### src/rtl/sync_fifo_flags.sv
// Single-clock FIFO with occupancy count, programmable watermarks, error pulses
// and a selectable registered or first-word-fall-through read port.
module sync_fifo_flags #(
   parameter int width     = 8,
   parameter int depth     = 8,
   parameter int n         = $clog2(depth),
   parameter int afull_th  = depth - 2,
   parameter int aempty_th = 1,
   parameter bit fwft      = 1'b0
) (
   input  logic             clk,
   input  logic             rst_n,
   input  logic             winc,
   input  logic [width-1:0] wdata,
   input  logic             rinc,
   output logic [width-1:0] rdata,
   output logic             wfull,
   output logic             rempty,
   output logic             walmost_full,
   output logic             ralmost_empty,
   output logic [n:0]       count,
   output logic             overflow,
   output logic             underflow
);

   localparam logic [n-1:0] ptr_last = n'(depth - 1);
   localparam logic [n:0]   cnt_full = (n+1)'(depth);
   localparam logic [n:0]   cnt_af   = (n+1)'(afull_th);
   localparam logic [n:0]   cnt_ae   = (n+1)'(aempty_th);

   logic [width-1:0] mem [depth];
   logic [n-1:0]     wptr;
   logic [n-1:0]     rptr;
   logic             wr_ok;
   logic             rd_ok;

   // Flags come straight from the count register, so they never see winc/rinc.
   assign wfull         = (count == cnt_full);
   assign rempty        = (count == '0);
   assign walmost_full  = (count >= cnt_af);
   assign ralmost_empty = (count <= cnt_ae);

   assign wr_ok = winc & ~wfull;
   assign rd_ok = rinc & ~rempty;

   // NOTE: the storage array has no reset; only pointers and count define
   // which entries are live, so clearing it would cost logic for nothing.
   always_ff @(posedge clk) begin
      if (wr_ok) mem[wptr] <= wdata;
   end

   // NOTE: all state uses non-blocking assignments so every register samples
   // the pre-edge values, regardless of statement order.
   always_ff @(posedge clk or negedge rst_n) begin
      if (!rst_n) begin
         wptr      <= '0;
         rptr      <= '0;
         count     <= '0;
         overflow  <= 1'b0;
         underflow <= 1'b0;
      end else begin
         overflow  <= winc & wfull;
         underflow <= rinc & rempty;
         // Explicit wrap compare keeps non-power-of-two depths correct.
         if (wr_ok) wptr <= (wptr == ptr_last) ? '0 : wptr + 1'b1;
         if (rd_ok) rptr <= (rptr == ptr_last) ? '0 : rptr + 1'b1;
         case ({wr_ok, rd_ok})
            2'b10:   count <= count + 1'b1;
            2'b01:   count <= count - 1'b1;
            default: count <= count;
         endcase
      end
   end

   if (fwft) begin : g_fwft
      // Head word is presented as soon as it is written; rinc pops it.
      assign rdata = mem[rptr];
   end else begin : g_reg
      always_ff @(posedge clk or negedge rst_n) begin
         if (!rst_n)     rdata <= '0;
         else if (rd_ok) rdata <= mem[rptr];
      end
   end

endmodule

### config.mk
export PLATFORM = sky130hd
export DESIGN_NAME = sync_fifo_flags
export DESIGN_NICKNAME = d
export VERILOG_FILES = /design/src/rtl/sync_fifo_flags.sv
export SDC_FILE = /design/constraint.sdc
export NUM_CORES = 1
export LEC_CHECK = 0
export CORE_ASPECT_RATIO = 1.75
export CORE_MARGIN = 2
export CORE_UTILIZATION = 48
export CTS_CLUSTER_DIAMETER = 100
export CTS_CLUSTER_SIZE = 24
export DETAILED_ROUTE_END_ITERATION = 7
export PLACE_DENSITY_LB_ADDON = 0.25
export SLEW_MARGIN = 25
export SYNTH_ARGS = -nofsm -noshare
export SYNTH_HDL_FRONTEND = slang
export SYNTH_SLANG_ARGS = --single-unit
### constraint.sdc
create_clock -name clk -period 4.6 [get_ports clk]
set_clock_uncertainty 0.1 [all_clocks]
set_input_delay 0.92 -clock clk [delete_from_list [all_inputs] [get_ports clk]]
set_output_delay 0.92 -clock clk [all_outputs]
set_load 0.05 [all_outputs]
After elaboration in Yosys (flattened, before gate mapping). Memories as Yosys holds them, arrays and structs flattened. A register that Yosys moved wholly into a read port is not among the register bits. Index checks and enable logic that the tools add are counted.

Flip-flop bits (word level): 12. Bits in latches: 0. Bits in writable memories: 64. ROM bits: 0. Output and inout bits: 18. Logic and storage cells: 31. Memories: 1.

Add/sub/neg operators: 4. Multipliers: 0. Div/mod/pow operators: 0. $lt $le $gt $ge: 2. Equal/unequal tests: 5. Shift operators: 0. Multiplexer cells: 5. Bitwise operators: 6. Reductions and logical operators: 3.

Memory list: mem (depth 8, bits a word 8, read ports 1, clocked after Yosys merged registers in 1, write ports 1, line 31) `logic [width-1:0] mem [depth];`.

Operators with widths (count): $pmux 4 s2 (1); $add 3x1->3 const B (2); $eq 3x3->1 const B (2); $mux 3 (2); $add 4x1->4 const B (1); $and 1x1->1 (4); $eq 4x4->1 const B (1); $ge 4x3->1 const B (1); $le 4x1->1 const B (1); $logic_not 4->1 (1); $sub 4x1->4 const B (1); $eq 2x1->1 const B (1); $eq 2x2->1 const B (1); $mux 1 (2); $not 1->1 (2); $reduce_bool 2->1 (1); $logic_not 1->1 (1).

Logic depth before layout (Yosys ltp).
Word-level depth: 5. Depth in mapped cells: 10. Gate-level depth less buffers: 9.

Least setup slack after synthesis. OpenSTA, ideal clock, no wires.

Path type: reg-to-output. From: register count[0]. To: output ralmost_empty. Arrival time: 2.044 ns. Required time: 3.580 ns. Slack: 1.536 ns. Stages on the path, launching flop included: 5. Buffers on the path: 0. Cells stage by stage: dfrtp_1 inv_1 ha_1 nor2_1 nor3_1.

Longest elaborated chain between the ends: 1.

Ends and longest elaborated chain: start, declared (line 21) `output logic [n:0] count,`; start signal, assigned (line 68) `2'b10: count <= count + 1'b1;`; start signal, assigned (line 69) `2'b01: count <= count - 1'b1;`; start signal, assigned (line 70) `default: count <= count;`; $le 4x1->1 (line 41) `assign ralmost_empty = (count <= cnt_ae);`; end, declared (line 20) `output logic ralmost_empty,`.

No other way between the ends.

Worst setup path after layout.
From: register count[0]. To: output rempty.

Longest elaborated chain between the ends: 1.

Ends and longest elaborated chain: $logic_not 4->1 (line 39) `assign rempty = (count == '0);`; end, declared (line 18) `output logic rempty,`.

No other way between the ends.

==> flow_summary.ini <==
[sta]
fin_crit_ns = 3.34
worst_slack_ns = 1.26
final.period_utilization_pct = 72.7
rsz0062_at_grt = no
slew_headroom_pct = 36.2
drv_slew = 0
final_hold_viol_count = 0
tightest_slew_ns = 0.948
setup_tns_ns = 0
setup_violations = 0
clock.fmax_mhz = 299

[drt]
wl_met1_um = 2710
viasPerCell = 5.39
drtPass1Iterations = 4
routedWlPerCell_um = 19.1
wl_met3_um = 217
wl_um = 6550
ant_nets = 0
route.vias.total = 1850
drt_iter0_drc = 98
drc = 0
top_layer = met4
dr_wl_met2_um = 3450

[yosys]
syn_inst = 218
synth_top_area_share_pct = 55.3
async_reset_ff_share_pct = 23.8
syn_nets = 240
ys_ff_latch = 84
synth.area.top_cells = edfxtp_1 (55%), dfrtp_1 (14%), mux2_2 (6.8%)
synth-edff-count = 64
synth.avg_cell_area_um2 = 16.0
seq_area_frac_synth_pct = 69.6
synth_largest_area_cell = edfxtp_1
synth.most_common_cell = edfxtp_1
ys_warn_count = 0
synth_area_mm2 = 0.00348
ys.flop_type = edfxtp_1
yosys-top-cells-count = edfxtp_1 (64), mux2_2 (21), dfrtp_1 (20), mux2i_1 (17), o21ai_0 (12)
synth.distinct_cells = 30

[grt]
antenna_found_initial = 0
grt_pass1_vias = 1879
grt_use_total_pct = 18.6
grt-ovfl-total = 0
grt_max_degree = 36
grt_pass1_wl_um = 10000

[cells_and_area]
stdcell_count = 343
postLayoutCellArea_mm2 = 0.00415
layout-area-overhead-vs-synth_pct = 19.2
n_antenna_cell = 0
multi_input_area_mm2 = 0.00101
n_fill_cell = 567
drive_gt1_share_pct = 16.7
final_nets = 274
regArea_mm2 = 0.00242

[placed_design]
portBuffers = 29
gp_congestion = 0.734
dp.final_hpwl_um = 4560
dp_slack_ns = 1.53
dpl_cell_area_mm2 = 0.00385
dp.cells = 327

[clock_tree]
ctsResizeCount = 0
path_clk_slew_ns = 0.06
cts-root-buf = clkbuf_16
hold_buffers = 0
cts_buffers = 9
postCtsSetupRepairBufs = 0
cts_tree = yes
ctsLongestPathBuffers = 2
htreeDepth = 3
clock_latency_ns = 0.33
cts.sinks = 84

[run]
cap_violations = 0

[critical_path]
required_ns = 3.58
end_kind = primary output
worst_path_max_delay_cell = clkdlybuf4s50_1
cp-start-kind = flip-flop
slowest_delay_ns = 0.81
worst-path-max-fanout = 12
crit_type = flip-flop to primary output
crit_arrival_ns = 2.32
path_cells = inv_1 -> ha_1 -> nor3b_1 -> buf_4 -> clkdlybuf4s50_1

[run_status]
status = finished, final reports clean

[die]
core_area_mm2 = 0.00713
num_rows = 41
die_area_mm2 = 0.00797
io_pins = 30
die_x_um = 68.4
start_util_pct = 48.8
die_h_um = 117

[worst_hold_path]
worstHoldPathType = flip-flop to flip-flop

[power]
vdd_drop_max_uv = 455
power_density_mw_per_mm2 = 696
p_leak_nw = 1.52
finalPower_mw = 2.89
[critical path: cells and delay by family (launching register included)]
kind | cells | cell delay (ns)
DFF | 1 | 0.46
buffers and inverters | 3 | 1.15
adders and majority gates | 1 | 0.17
and+or+nand+nor | 1 | 0.22
[final timing paths]
path / cells after the start / end / startpoint / slack [ns]
hold / removal: 2 / rdata[0] / rdata[0] / 0.43
setup / recovery: 5 / rempty / count[0] / 1.26
hold reg to reg: 2 / rdata[0] / rdata[0] / 0.43
max in group asynchronous: 1 / count[2] / rst_n / 3.62
setup reg to reg: 10 / count[3] / count[0] / 1.72
min in group asynchronous: 1 / rptr[2] / rst_n / 0.45
[where the power goes]
group	leakage, nW	internal (mW)	switching [mW]
registers	0.823	0.995	0.120
logic	0.560	0.431	0.680
clock network	0.140	0.409	0.252
total	1.52	1.84	1.05
[placed cells by master (no fill, tap or decap), types with 2 or more instances in the layout]
master,netlist,final
edfxtp_1,64,64
clkdlybuf4s50_1,0,28
mux2_2,21,21
dfrtp_1,20,20
mux2i_1,17,17
o21ai_0,12,12
ha_1,10,10
clkbuf_16,0,9
nor2_1,8,8
o22ai_1,8,8
a22o_1,8,8
o31ai_1,8,8
nand2b_1,6,6
inv_1,5,5
nand2_1,4,4
nor3_2,0,4
clkbuf_8,0,3
clkbuf_1,2,3
and2_1,2,2
xor2_1,2,2
xnor2_1,2,2
buf_4,3,2
[layer usage]
metal,vias to the layer above,global-route usage [%]
li1,903,-
met1,893,22.0
met2,45,30.9
met3,9,3.85
met4,0,10.7
met5,-,0
[metrics by stage]
step	utilization [%]	hold WS, ns
2_1_floorplan	-	0.453
3_3_place_gp	54.0	0.406
3_5_place_dp	54.0	0.409
4_1_cts	58.0	0.422
5_1_grt	58.1	0.451
6_report	58.1	0.426
[sequential cells by signal, summed over array words and instances, names as in the netlist]
register,count
mem,64
overflow,1
rdata,8
underflow,1
rptr,3
wptr,3
count,4
[layout make-up]
type	instances	share of cell area, %
Clock inverter	1	0.121
Multi-Input combinational cell	121	24.4
Sequential cell	84	58.4
Tap cell	86	2.60
Timing Repair Buffer	31	7.24
Inverter	5	0.453
Clock buffer	15	6.70
[cell families after synthesis]
kind of cell / count (synthesis) / share of synthesized area, %
compound gates: 37 / 7.16
xor+xnor: 4 / 1.01
fa+ha+maj: 10 / 3.60
buf+inv: 13 / 1.98
flops: 84 / 69.6
mux: 38 / 11.7
simple gates: 32 / 4.93
No activity file was read; power rests on OpenSTA's default activity.
